## src/rtl/alu_arbiter.sv

```systemverilog
// alu_arbiter - shares one 8-bit ALU between two requesters with a settle-timed result capture.
// Optional: define ALU_ARB_FIXED_PRIO_EN for fixed REQ0 priority instead of round-robin.
module alu_arbiter #(
    parameter int SETTLE_CYCLES = 1
) (
    input  logic       CLK,
    input  logic       RESET,
    input  logic       REQ0_VALID,
    output logic       REQ0_READY,
    input  logic [7:0] REQ0_DATA1,
    input  logic [7:0] REQ0_DATA2,
    input  logic [2:0] REQ0_SELECT,
    input  logic       REQ1_VALID,
    output logic       REQ1_READY,
    input  logic [7:0] REQ1_DATA1,
    input  logic [7:0] REQ1_DATA2,
    input  logic [2:0] REQ1_SELECT,
    output logic       RSP0_VALID,
    output logic [7:0] RSP0_RESULT,
    output logic       RSP0_ZERO,
    output logic       RSP1_VALID,
    output logic [7:0] RSP1_RESULT,
    output logic       RSP1_ZERO,
    output logic [7:0] ALU_DATA1,
    output logic [7:0] ALU_DATA2,
    output logic [2:0] ALU_SELECT,
    input  logic [7:0] ALU_RESULT
);
    typedef enum logic [1:0] {IDLE, EXEC, DONE} state_t;

    state_t     r_state, w_next;
    logic       r_last, r_owner;
    logic [3:0] r_cnt;
    logic [7:0] r_alu_d1, r_alu_d2, r_rsp0_res, r_rsp1_res;
    logic [2:0] r_alu_sel;
    logic       r_rsp0_zero, r_rsp1_zero;
    logic       w_gnt0, w_gnt1, w_acc;
    logic [7:0] w_d1, w_d2;
    logic [2:0] w_sel;

    // r_last holds the previous owner; the other requester wins a tie.
    always_comb begin
`ifdef ALU_ARB_FIXED_PRIO_EN
        w_gnt0 = REQ0_VALID;
        w_gnt1 = REQ1_VALID & ~REQ0_VALID;
`else
        w_gnt0 = REQ0_VALID & (~REQ1_VALID | r_last);
        w_gnt1 = REQ1_VALID & (~REQ0_VALID | ~r_last);
`endif
        w_acc  = (r_state == IDLE) & (w_gnt0 | w_gnt1);
        w_d1   = w_gnt1 ? REQ1_DATA1  : REQ0_DATA1;
        w_d2   = w_gnt1 ? REQ1_DATA2  : REQ0_DATA2;
        w_sel  = w_gnt1 ? REQ1_SELECT : REQ0_SELECT;
    end

    always_comb begin
        w_next = r_state;
        case (r_state)
            IDLE:    if (w_acc) w_next = w_sel[2] ? DONE : EXEC;
            EXEC:    if (r_cnt <= 4'd1) w_next = DONE;
            DONE:    w_next = IDLE;
            default: w_next = IDLE;
        endcase
    end

    always_ff @(posedge CLK) begin
        if (RESET) r_state <= IDLE;
        else       r_state <= w_next;
    end

    always_ff @(posedge CLK) begin
        if (RESET) begin
            r_last      <= 1'b1;
            r_owner     <= 1'b0;
            r_cnt       <= 4'd0;
            r_alu_d1    <= 8'h00;
            r_alu_d2    <= 8'h00;
            r_alu_sel   <= 3'b000;
            r_rsp0_res  <= 8'h00;
            r_rsp0_zero <= 1'b0;
            r_rsp1_res  <= 8'h00;
            r_rsp1_zero <= 1'b0;
        end else if (w_acc) begin
            r_alu_d1  <= w_d1;
            r_alu_d2  <= w_d2;
            r_alu_sel <= w_sel;
            r_owner   <= w_gnt1;
            r_last    <= w_gnt1;
            r_cnt     <= 4'(SETTLE_CYCLES);
            // Reserved ops bypass the ALU and answer zero straight away.
            if (w_sel[2]) begin
                if (w_gnt1) begin
                    r_rsp1_res  <= 8'h00;
                    r_rsp1_zero <= 1'b1;
                end else begin
                    r_rsp0_res  <= 8'h00;
                    r_rsp0_zero <= 1'b1;
                end
            end
        end else if (r_state == EXEC) begin
            r_cnt <= r_cnt - 4'd1;
            if (r_cnt <= 4'd1) begin
                if (r_owner) begin
                    r_rsp1_res  <= ALU_RESULT;
                    r_rsp1_zero <= (ALU_RESULT == 8'h00);
                end else begin
                    r_rsp0_res  <= ALU_RESULT;
                    r_rsp0_zero <= (ALU_RESULT == 8'h00);
                end
            end
        end
    end

    assign REQ0_READY  = (r_state == IDLE) & w_gnt0;
    assign REQ1_READY  = (r_state == IDLE) & w_gnt1;
    assign RSP0_VALID  = (r_state == DONE) & ~r_owner;
    assign RSP1_VALID  = (r_state == DONE) &  r_owner;
    assign RSP0_RESULT = r_rsp0_res;
    assign RSP0_ZERO   = r_rsp0_zero;
    assign RSP1_RESULT = r_rsp1_res;
    assign RSP1_ZERO   = r_rsp1_zero;
    assign ALU_DATA1   = r_alu_d1;
    assign ALU_DATA2   = r_alu_d2;
    assign ALU_SELECT  = r_alu_sel;
endmodule

```

## config.mk

```make
export PLATFORM = sky130hd
export DESIGN_NAME = alu_arbiter
export DESIGN_NICKNAME = d
export VERILOG_FILES = /design/src/rtl/alu_arbiter.sv
export SDC_FILE = /design/constraint.sdc
export NUM_CORES = 1
export LEC_CHECK = 0
export BUFFER_PORTS_ARGS = -buffer_cell sky130_fd_sc_hd__buf_2
export CAP_MARGIN = 20
export CORE_MARGIN = 5
export CORE_UTILIZATION = 48
export CTS_BUF_LIST = sky130_fd_sc_hd__clkbuf_2
export DETAILED_ROUTE_END_ITERATION = 12
export PLACE_DENSITY = 0.88
export SYNTH_ARGS = -nofsm -noshare
export SYNTH_HDL_FRONTEND = slang
export SYNTH_SLANG_ARGS = --single-unit
```

## constraint.sdc

```tcl
create_clock -name CLK -period 2.5 [get_ports CLK]
set_clock_uncertainty 0.05 [all_clocks]
set_input_delay 0.25 -clock CLK [delete_from_list [all_inputs] [get_ports CLK]]
set_output_delay 0.25 -clock CLK [all_outputs]
set_load 0.02 [all_outputs]
```

==> results.md, run 1 <==
- Share of synthesized area occupied by flip-flops and latches: 0.4657
- Worst reg2reg path startpoint: r_cnt[0]
- FP Rows: 23
- YS warnings: 0
- Number of max-slew violations in the final report: 0
- Crit-path leading delay family: compound AO/OA/AOI/OAI gates
- Cell Int Power: 1.023 mW
- Number of port buffers: 90
- Status: finished clean
- Max Clk Rate: 495.5 MHz
- Pre-CTS worst setup slack: 0.5330 ns
- Post-synth top area cell: dfxtp_1
- Critical-path maximum fanout: 8
- Synthesized instance count: 192
- Path category of the worst min-delay check: in2reg
- Grt ovf: 0
- Number of placed I/O pins: 91
- Total of flip-flops plus latches after synthesis: 45
- Root buffer cell: clkbuf_2
- Critical path origin: r_cnt[0]
- Max-slew headroom: 0.6953
- Net switching component of the power: 0.5325 mW
- Detailed-router iteration count before antenna repair: 4
- Vias/cell: 5.220
- Area of the die: 0.005399 mm²
- Worst min-delay path startpoint: ALU_RESULT[5]
- Met3 Usage GRT: 0.03283
- Vias: 1733
- Net switching share of the total power: 0.3424
- Buffer levels on the longest clock path: 2
- Clock sinks: 45
- Number of setup buffers added after CTS: 0
- CP arrival: 2.32 ns
- Final Hold Violating Endpoints: 0
- Filler cell count in the final layout: 349
- # nets final: 333
- Setup violators final: 0
- Number of distinct library cell variants in the gate-level netlist after synthesis: 40
- Setup crit end kind: register
- Clk network pwr share: 0.183
- Post-synth top area share: 0.4657
- Effective utilization at floorplan: 0.4906
- Pwr/cell area: 631.0 mW/mm²
- GR Util met1: 0.2297
- Syn_nets: 244
- Number of hold buffers added after CTS: 0
- Routing layer with the top usage in global route: met2
- Share of the clock period used by the worst path: 0.8073
- Wire length of the first global-routing pass: 7.900 mm
- Routability congestion estimate: 0.8297
- Count of flip-flops with a built-in enable after synthesis: 0
- Htree depth: 2
- Initial antenna violation count: 0
- Maximum number of pins on one net before global-route repair: 42
- Clock tree from TritonCTS: done
- Nature of the critical path startpoint: register
- Final Routed Wirelength: 4.868 mm
- Global routing usage on met2: 0.3258
- Max-cap violations: 0
- Area taken by flip-flops and latches: 900.9 µm²
- Part of the power in combinational logic: 0.288
- Area occupied by multi-input gates: 979.7 µm²
- Transition time at the pin with the least slew margin: 0.4551 ns
- Top FF cell, synth: dfxtp_1
- Area growth from synthesis to layout: 27.43%
- Fin worst setup slack: 0.4818 ns
- Detail-routed net length per standard cell: 14.66 µm
- Global router's overall resource usage: 0.1862
- Final worst path period need: 2.018 ns
- Share of flip-flops with an asynchronous set or reset after synthesis: 0
- Slowest Stage Delay on Critical Path: 0.44 ns
- Cell area after technology mapping: 0.001934 mm²
- Clock slew at the register clock pins of the worst setup and hold paths: 0.22 ns
- Biggest area contributors in the synthesized netlist: dfxtp_1 (47%), mux2i_1 (9.8%), a211oi_1 (7.8%)
- Average footprint of a synthesized cell: 10.07 µm²
- Die outline height: 73.48 µm
- Setup TNS: 0 ns
- Source-to-sink clock delay at the later pin of the worst-skew pair: 0.40 ns
- Post-route worst hold slack: 0.02787 ns
- Leakage Power: 1.147 nW
- Num CTS Buffers: 5
- Number of inserted diodes: 0
- Post-detailed-placement half-perimeter wirelength: 3.792 mm
- Die span in x: 73.48 µm
- Post-route antenna net violation count: 0
- Remaining DRCs: 0
- Core Box Area: 0.003943 mm²
- Sequential cell fraction of total power: 0.529
- Fraction of final layout cells sized beyond drive strength 1: 0.3865
- Critical path buffer and inverter count: 1
- Req. time, crit path: 2.80 ns
- RSZ-0062 raised after global routing: false
- Critical path type: reg2reg
- Number of DRC markers after the initial detailed-route iteration: 64
- Peak VDD IR: 333.3 µV
- Cell type of the slowest stage on the worst timing path: dfxtp_1
- PostCTS Resize Cnt: 0
- Number of global-route vias before repair: 1731
- Ordered list of cells on the worst path: inv_1 > ha_1 > or2_2 > a32oi_2 > o31a_1 > a22o_1
## layout by cell type (no fill, tap or decap), types with 3 or more instances in the layout
cell type  instances
a211oi_1          20
a21oi_1            5
a22o_1             8
buf_2             90
buf_4              3
clkbuf_2           5
clkinv_1           3
dfxtp_1           45
mux2i_1           19
nand2_1           10
nor2_1            26
nor2b_1            3
nor3_1             3
nor3b_1            3
nor4_1             3
o2bb2ai_1          8
## routing by layer
layer	wire, µm	share of wire
met5	0	0
met4	72	0.015
met3	191	0.039
met2	2583	0.53
met1	2020	0.41
## cell type report
cell class,instances,share of cell area
Multi-Input combinational cell,133,0.3975
Sequential cell,45,0.3655
Timing Repair Buffer,93,0.1919
Tap cell,50,0.02538
Clock buffer,5,0.01015
Clock inverter,3,0.005076
Inverter,3,0.004569
## power groups by stage
stage               Clock [mW]  Sequential [mW]  Combinational [mW]
finish                   0.284            0.824               0.448
detailed placement           0            0.838               0.452
floorplan                    0            0.900               0.235
global route             0.315            0.832               0.494
CTS                      0.288            0.823               0.453
global placement             0            0.834               0.440
## kinds of logic after synthesis
logic type	synth area share
multiplexers	0.1119
AND/OR/NAND/NOR	0.1585
adder cells (fa/ha/maj)	0.01293
XOR/XNOR	0.009057
flip-flops	0.4657
buffers and inverters	0.02976
AO/OA/AOI/OAI	0.2122
## cells in the mapped netlist, types with 2 or more instances
cell type	number
nor3b_1	3
buf_2	4
nor3_1	3
clkbuf_1	2
dfxtp_1	45
o2bb2ai_1	8
a21oi_1	5
mux2i_1	19
nor2_1	26
ha_1	2
a211oi_1	20
nor2b_1	3
inv_1	2
buf_1	5
a22o_1	8
nand2_1	10
nor4_1	3
or3b_4	2
## state kept, by name (all words and copies together) (netlist names)
register and count:
r_cnt 4, RSP1_RESULT 8, RSP1_ZERO 1, ALU_SELECT 3
ALU_DATA2 8, r_owner 1, r_last 1, RSP0_ZERO 1
ALU_DATA1 8, RSP0_RESULT 8, r_state 2
## worst paths after layout
kind | to | slack [ns] | cells after the start
setup / recovery | RSP1_RESULT[5] | 0.48 | 6
hold / removal | RSP0_RESULT[5] | 0.03 | 2
setup reg to reg | RSP1_RESULT[5] | 0.48 | 6
hold reg to reg | RSP0_RESULT[0] | 0.41 | 2
## worst reg2reg max path: cells and delay by family (launching register included)
family | cells | cell delay, ns
AOI/OAI and AO/OA | 3 | 0.87
DFF | 1 | 0.44
adders and majority gates | 1 | 0.21
buffers and inverters | 1 | 0.06
and+or+nand+nor | 1 | 0.34
## per-stage QoR
step / area (µm²) / utilization / power (mW) / std cells
3_3_place_gp: 2427 / 0.6157 / 1.274 / 324
6_report: 2465 / 0.6252 / 1.555 / 332
5_1_grt: 2465 / 0.6252 / 1.641 / 332
3_5_place_dp: 2427 / 0.6157 / 1.290 / 324
2_1_floorplan: 1934 / - / 1.136 / 192
4_1_cts: 2465 / 0.6252 / 1.565 / 332
(Power assumes the default switching activity.)
==> run 2, diff against run 1 <==
--- a/config.mk
+++ b/config.mk
@@ -8,10 +8,10 @@
 export BUFFER_PORTS_ARGS = -buffer_cell sky130_fd_sc_hd__buf_2
 export CAP_MARGIN = 20
 export CORE_MARGIN = 5
-export CORE_UTILIZATION = 48
+export CORE_UTILIZATION = 43
 export CTS_BUF_LIST = sky130_fd_sc_hd__clkbuf_2
 export DETAILED_ROUTE_END_ITERATION = 12
-export PLACE_DENSITY = 0.88
+export PLACE_DENSITY = 0.84
 export SYNTH_ARGS = -nofsm -noshare
 export SYNTH_HDL_FRONTEND = slang
 export SYNTH_SLANG_ARGS = --single-unit
==> constraint.sdc (replaced) <==
create_clock -name CLK -period 1.7 [get_ports CLK]
set_clock_uncertainty 0.05 [all_clocks]
set_input_delay 0.17 -clock CLK [delete_from_list [all_inputs] [get_ports CLK]]
set_output_delay 0.17 -clock CLK [all_outputs]
set_load 0.02 [all_outputs]
==> run 2 against run 1 <==
  * The flow now finishes with violations (setup timing)
  * Critical endpoint is now RSP0_ZERO
  * Combinational power grew 90%
  * Hold slack worse by 0.016 ns
  * Worst setup slack got worse by 0.61 ns
==> results.md, run 2 (synthesized netlist as in run 1, its figures left out) <==
- Share of the clock period used by the worst path: 1.078 (+0.2705)
- Num CTS Buffers: 5 (unchanged)
- Number of port buffers: 90 (unchanged)
- Filler cell count in the final layout: 329 (-5.7%)
- Number of global-route vias before repair: 1927 (+11%)
- Cell type of the slowest stage on the worst timing path: or3b_4
- Max-cap violations: 0 (unchanged)
- Wire length of the first global-routing pass: 9.045 mm (+14%)
- Grt ovf: 0 (unchanged)
- Number of placed I/O pins: 91 (unchanged)
- Area of the die: 0.005940 mm² (+10%)
- Number of inserted diodes: 0 (unchanged)
- Root buffer cell: clkbuf_2
- CP arrival: 2.13 ns (-0.19 ns)
- Most used cells in the layout excluding fill and tap cells: buf_2 (89), dfxtp_1 (40), nor2_1 (24)
- Path category of the worst min-delay check: in2reg
- Leakage Power: 1.322 nW (+15%)
- Number of max-slew violations in the final report: 0 (unchanged)
- Transition time at the pin with the least slew margin: 0.3826 ns (-0.07254 ns)
- Post-route antenna net violation count: 0 (unchanged)
- Peak VDD IR: 451.8 µV (+36%)
- Final Hold Violating Endpoints: 0 (unchanged)
- Cell depth of the worst flop-to-flop path: 4 (-2)
- Initial antenna violation count: 0 (unchanged)
- FP Rows: 24 (+4.3%)
- Setup TNS: -1.356 ns (-1.356 ns)
- Critical path origin: r_state[1]
- Max Clk Rate: 545.8 MHz (+10%)
- Nature of the critical path startpoint: register
- Detail-routed net length per standard cell: 16.48 µm (+12%)
- Htree depth: 2 (unchanged)
- Effective utilization at floorplan: 0.4443 (-0.04639)
- # nets final: 364 (+9.3%)
- Placed Cells: 340 (+4.9%)
- Critical-path maximum fanout: 5 (-3)
- Clock sinks: 45 (unchanged)
- Final Routed Wirelength: 5.998 mm (+23%)
- Die span in x: 77.07 µm (+4.9%)
- Global router's overall resource usage: 0.1863 (about the same)
- Final instance area: 0.002846 mm² (+15%)
- Detailed-router iteration count before antenna repair: 4 (unchanged)
- Clock slew at the register clock pins of the worst setup and hold paths: 0.22 ns (about the same)
- Crit-path leading delay family: compound AO/OA/AOI/OAI gates
- Fraction of final layout cells sized beyond drive strength 1: 0.4583 (+0.07181)
- Source-to-sink clock delay at the later pin of the worst-skew pair: 0.42 ns (+0.02 ns)
- Logic depth of the worst path, buffers included: 4 (-2)
- Setup slack on the worst flop-to-flop path: -0.13 ns (-0.61 ns)
- Pwr Total: 2.485 mW (+60%)
- Post-route worst hold slack: 0.01158 ns (-0.01629 ns)
- Status: finished, violations left
- Pwr/cell area: 872.9 mW/mm² (+38%)
- Remaining DRCs: 0 (unchanged)
- Buffer levels on the longest clock path: 2 (unchanged)
- Violations in the final reports: setup timing
- Max-slew headroom: 0.7423 (+0.04695)
- Fin worst setup slack: -0.1322 ns (-0.6140 ns)
- Slowest Stage Delay on Critical Path: 0.42 ns (-0.02 ns)
- Number of DRC markers after the initial detailed-route iteration: 123 (+92%)
- Clock tree from TritonCTS: done
- Vias: 1904 (+9.9%)
- Setup crit end kind: register
- Area taken by flip-flops and latches: 907.1 µm² (+0.69%)
- Most common library cell in the layout ignoring fill and taps: buf_2
- Vias/cell: 5.231 (+0.21%)
- Worst reg2reg path startpoint: r_state[1]
- Final worst path period need: 1.832 ns (-0.1860 ns)
- Routability congestion estimate: 0.8284 (-0.16%)
- Critical path buffer and inverter count: 0 (-1)
- Post-detailed-placement half-perimeter wirelength: 3.879 mm (+2.3%)
- Core Box Area: 0.004354 mm² (+10%)
- Die outline height: 77.07 µm (+4.9%)
- Count of non-filler cells in the finished layout: 364 (+9.6%)
- Ordered list of cells on the worst path: or3b_4 > o22ai_2 > a21boi_4 > mux2_4
- Area occupied by multi-input gates: 0.001041 mm² (+6.3%)
- Critical path type: reg2reg
- Endpoint of the lowest-slack register-to-register path: RSP0_ZERO
- Capture point of the worst path: RSP0_ZERO
- Maximum number of pins on one net before global-route repair: 44 (+4.8%)
- Req. time, crit path: 2.00 ns (-0.80 ns)
- RSZ-0062 raised after global routing: true
- Area growth from synthesis to layout: 47.15%
- Setup violators final: 19 (+19)
- Post-place instance area: 0.002572 mm² (+6.0%)
run 2: metal layers:
metal / track usage / up-vias / wire length [µm]
met2: 0.3065 / 62 / 3123
met1: 0.2215 / 889 / 2395
li1: - / 947 / -
met4: 0.07904 / 0 / 76
met5: 0 / - / 0
met3: 0.06089 / 6 / 403
run 2: worst min path at each step:
stage / start / endpoint / slack (ns) / cells after the start
after detailed placement: ALU_RESULT[0] / RSP0_RESULT[0] / 0.37 / 2
after global routing: REQ0_DATA1[6] / ALU_DATA1[6] / 0.001 / 3
after global placement: ALU_RESULT[0] / RSP0_RESULT[0] / 0.36 / 2
after floorplan: ALU_RESULT[0] / RSP0_RESULT[0] / 0.24 / 1
final: REQ1_DATA1[5] / ALU_DATA1[5] / 0.01 / 3
after CTS: REQ0_DATA2[7] / ALU_DATA2[7] / 0.0004 / 3
run 2: final cells by class:
| type | count | area share |
|---|---|---|
| inverter | 3 | 0.003956 |
| clock inverter | 1 | 0.001319 |
| sequential | 45 | 0.3187 |
| clock buffer | 6 | 0.01055 |
| tap | 52 | 0.02286 |
| timing repair buffer | 124 | 0.2769 |
| multi-input combinational | 133 | 0.3657 |
run 2: where the power goes:
part / leakage, nW / internal, mW / switching, mW
Sequential: 0.370 / 1.16 / 0.0541
Clock: 0.0265 / 0.0958 / 0.326
Combinational: 0.925 / 0.385 / 0.468
run 2: stage by stage:
step | setup slack, ns | util
6_report | -0.1322 | 0.6537
5_1_grt | -0.1743 | 0.6537
4_1_cts | -0.09052 | 0.6319
3_5_place_dp | -0.1090 | 0.5908
3_3_place_gp | -0.04372 | 0.5908
2_1_floorplan | -0.1561 | -
run 2: timing repair:
| item | in CTS | in global routing |
|---|---|---|
| gates cloned | 0 | 1 |
| pin swaps | 3 | 4 |
| buffers inserted | 3 | 4 |
| resized for setup | 7 | 12 |
| hold buffers | 10 | 2 |
| endpoints found under the setup margin | 20 | 28 |
| hold endpoints to repair | 18 | 2 |
run 2: worst register-to-register path, cell delays in order (launching register included):
cell	delay, ns
dfxtp_2	0.37
or3b_4	0.42
o22ai_2	0.35
a21boi_4	0.27
mux2_4	0.31
==> run 3, diff against run 2 <==
--- a/config.mk
+++ b/config.mk
@@ -5,11 +5,13 @@
 export SDC_FILE = /design/constraint.sdc
 export NUM_CORES = 1
 export LEC_CHECK = 0
+export ABC_AREA = 1
 export BUFFER_PORTS_ARGS = -buffer_cell sky130_fd_sc_hd__buf_2
 export CAP_MARGIN = 20
 export CORE_MARGIN = 5
-export CORE_UTILIZATION = 43
+export CORE_UTILIZATION = 44
 export CTS_BUF_LIST = sky130_fd_sc_hd__clkbuf_2
+export CTS_CLUSTER_DIAMETER = 60
 export DETAILED_ROUTE_END_ITERATION = 12
 export PLACE_DENSITY = 0.84
 export SYNTH_ARGS = -nofsm -noshare
==> constraint.sdc (replaced) <==
create_clock -name CLK -period 1.7 [get_ports CLK]
set_clock_uncertainty 0.05 [all_clocks]
set_input_delay 0.17 -clock CLK [delete_from_list [all_inputs] [get_ports CLK]]
set_output_delay 0.17 -clock CLK [all_outputs]
set_load 0.01 [all_outputs]
==> run 3 against run 2 <==
  * The flow now finishes without violations
  * Non-clock buffer count grew 14
  * Sequential share of layout area shrank 2.2 points
  * First-iteration DRC count grew 5.7%
==> results.md, run 3 <==
- Leakage Power: 1.484 nW (+12%)
- Req. time, crit path: 1.97 ns (-0.03 ns)
- Detail-routed net length per standard cell: 15.70 µm (-4.7%)
- RSZ-0062 raised after global routing: true
- Post-synth top area cell: dfxtp_1
- Final worst path period need: 1.652 ns (-0.1807 ns)
- Num CTS Buffers: 5 (unchanged)
- Share of the clock period used by the worst path: 0.9715 (-0.1063)
- Setup violators final: 0 (-19)
- Most frequent cell after synthesis: nand2_1
- Setup crit end kind: register
- Final Hold Violating Endpoints: 0 (unchanged)
- Pwr Total: 2.923 mW (+18%)
- Status: finished clean
- Part of the power in combinational logic: 0.350 (+0.007)
- Number of inserted diodes: 0 (unchanged)
- Root buffer cell: clkbuf_2
- List of most frequent post-synthesis cells: nand2_1 (57), dfxtp_1 (45), nand3_1 (37), nor2_1 (37), a21oi_1 (20)
- Cell area after technology mapping: 0.002044 mm² (+5.7%)
- Filler cell count in the final layout: 335 (+1.8%)
- Post-route antenna net violation count: 0 (unchanged)
- Clock tree from TritonCTS: done
- Number of DRC markers after the initial detailed-route iteration: 130 (+5.7%)
- Max Clk Rate: 605.5 MHz (+11%)
- Number of global-route vias before repair: 2524 (+31%)
- Cell type of the slowest stage on the worst timing path: dfxtp_2
- Cell Int Power: 1.892 mW (+16%)
- Grt ovf: 0 (unchanged)
- GR Util met1: 0.2872 (+0.06573)
- Count of non-filler cells in the finished layout: 464 (+27%)
- Most used cells in the layout excluding fill and tap cells: buf_2 (90), nand2_1 (57), dfxtp_1 (43)
- Vias: 2496 (+31%)
- Share of flip-flops with an asynchronous set or reset after synthesis: 0 (unchanged)
- FP Rows: 24 (unchanged)
- Net switching share of the total power: 0.3529 (+0.01119)
- Post-detailed-placement half-perimeter wirelength: 3.946 mm (+1.7%)
- YS warnings: 0 (unchanged)
- Sequential cell fraction of total power: 0.440 (-0.047)
- Buffer levels on the longest clock path: 2 (unchanged)
- Global router's overall resource usage: 0.2385 (+0.05220)
- Average footprint of a synthesized cell: 7.148 µm² (-29%)
- Most common library cell in the layout ignoring fill and taps: buf_2
- Maximum number of pins on one net before global-route repair: 41 (-6.8%)
- Post-synth top area share: 0.4406 (-0.02508)
- Global routing usage on met2: 0.3930 (+0.08653)
- Nature of the critical path startpoint: register
- Crit-path leading delay family: simple AND/OR/NAND/NOR gates
- Critical path buffer and inverter count: 2 (+2)
- Number of max-slew violations in the final report: 0 (unchanged)
- Ordered list of cells on the worst path: nand2_1 > buf_4 > nand3_1 > nand3_2 > nand2_2 > clkbuf_16 > a21oi_1 > nor2_1
- Effective utilization at floorplan: 0.4600 (+0.01577)
- Placed Cells: 417 (+23%)
- Transition time at the pin with the least slew margin: 0.3842 ns (+0.001663 ns)
- Final Routed Wirelength: 7.283 mm (+21%)
- Pwr/cell area: 959.9 mW/mm² (+10%)
- Syn_nets: 338 (+39%)
- Area growth from synthesis to layout: 48.96%
- Die span in x: 78.17 µm (+1.4%)
- Remaining DRCs: 0 (unchanged)
- Met3 Usage GRT: 0.08581 (+0.02492)
- Top FF cell, synth: dfxtp_1
- Max-slew headroom: 0.7439 (+0.001587)
- Detailed-router iteration count before antenna repair: 5 (+1)
- Path category of the worst min-delay check: in2reg
- Critical-path maximum fanout: 19 (+14)
- Clk network pwr share: 0.210 (+0.040)
- Die outline height: 78.17 µm (+1.4%)
- Clock sinks: 45 (unchanged)
- Clock slew at the register clock pins of the worst setup and hold paths: 0.25 ns (+0.03 ns)
- Routing layer with the top usage in global route: met2
- Max-cap violations: 0 (unchanged)
- Net switching component of the power: 1.032 mW (+22%)
- Vias/cell: 5.379 (+2.8%)
- Wire length of the first global-routing pass: 11.89 mm (+31%)
- Source-to-sink clock delay at the later pin of the worst-skew pair: 0.42 ns (about the same)
- # nets final: 463 (+27%)
- Number of port buffers: 90 (unchanged)
- Core Box Area: 0.004444 mm² (+2.1%)
- Slowest Stage Delay on Critical Path: 0.39 ns (-0.03 ns)
- Count of flip-flops with a built-in enable after synthesis: 0 (unchanged)
- Initial antenna violation count: 0 (unchanged)
- Htree depth: 2 (unchanged)
- Critical path type: reg2reg
- Number of placed I/O pins: 91 (unchanged)
- Peak VDD IR: 568.7 µV (+26%)
- Fraction of final layout cells sized beyond drive strength 1: 0.2961 (-0.1622)
- CP arrival: 1.92 ns (-0.21 ns)
- Share of synthesized area occupied by flip-flops and latches: 0.4406 (-0.02508)
- Area of the die: 0.006110 mm² (+2.9%)
- Synthesized instance count: 286 (+49%)
- Total of flip-flops plus latches after synthesis: 45 (unchanged)
- Number of distinct library cell variants in the gate-level netlist after synthesis: 25 (-38%)
- Routability congestion estimate: 0.7888 (-4.8%)
- Biggest area contributors in the synthesized netlist: dfxtp_1 (44%), nand2_1 (10%), nand3_1 (9.1%)
-- run 3: worst paths after layout --
path	from	to	slack [ns]	cells after the start
setup reg to reg	r_last	RSP1_RESULT[2]	0.05	8
setup / recovery	r_last	RSP1_RESULT[2]	0.05	8
hold / removal	REQ0_SELECT[2]	r_state[1]	0.05	5
hold reg to reg	RSP0_RESULT[1]	RSP0_RESULT[1]	0.45	2
-- run 3: cell type report --
class / count / area, µm² / share of cell area
inverters: 14 / 52.55 / 0.01726
clock buffers: 5 / 25.02 / 0.008217
well taps: 52 / 65.06 / 0.02136
repair buffers: 138 / 945.9 / 0.3106
flip-flops and latches: 45 / 903.4 / 0.2966
clock inverters: 3 / 46.29 / 0.01520
multi-input cells: 207 / 1007 / 0.3307
-- run 3: cells by family (layout without fill, tap and decap cells) --
family                   Yosys count  in the layout  share of synthesized area
AND/OR/NAND/NOR                  141            141                     0.2944
AO/OA/AOI/OAI                     62             62                     0.1689
flip-flops                        45             45                     0.4406
buffers and inverters             34            160                    0.07528
adder cells (fa/ha/maj)            2              2                    0.01224
XOR/XNOR                           2              2                   0.008569
-- run 3: repair_timing --
item | in CTS | in global routing
hold buffers | 37 | 0
gates resized for setup | 0 | 6
hold endpoints to repair | 21 | 0
buffers inserted | 0 | 1
endpoints found under the setup margin | 0 | 13
-- run 3: worst register-to-register path, delay by kind of cell (launching register included) --
kind / cells / cell delay [ns]
AND/OR/NAND/NOR: 5 / 0.55
buffers and inverters: 2 / 0.42
flip-flops: 1 / 0.39
AO/OA/AOI/OAI: 1 / 0.15
-- run 3: metrics by stage --
stage / worst slack [ns] / cell area (µm²) / setup TNS [ns] / hold WS, ns / utilization
floorplan: 0.2845 / 2044 / 0 / 0.1891 / -
global placement: 0.1624 / 2539 / 0 / 0.3409 / 0.5712
detailed placement: 0.1015 / 2539 / 0 / 0.3410 / 0.5712
CTS: 0.02365 / 2980 / 0 / 0.03827 / 0.6706
global route: -0.03297 / 3045 / -0.1209 / 0.04229 / 0.6852
finish: 0.04848 / 3045 / 0 / 0.04513 / 0.6852
-- run 3: power by group through the flow --
stage | Combinational [mW] | Clock (mW) | Sequential, mW
after floorplan | 0.494 | 0 | 1.35
after global placement | 0.845 | 0 | 1.29
after detailed placement | 0.861 | 0 | 1.29
after CTS | 0.926 | 0.629 | 1.27
after global routing | 1.13 | 0.679 | 1.30
final | 1.02 | 0.614 | 1.29
-- run 3: routing by layer --
layer / up-vias / wire length [µm]
met5: - / 0
met4: 0 / 210
met3: 21 / 804
met2: 148 / 3311
met1: 1123 / 2956
li1: 1204 / -
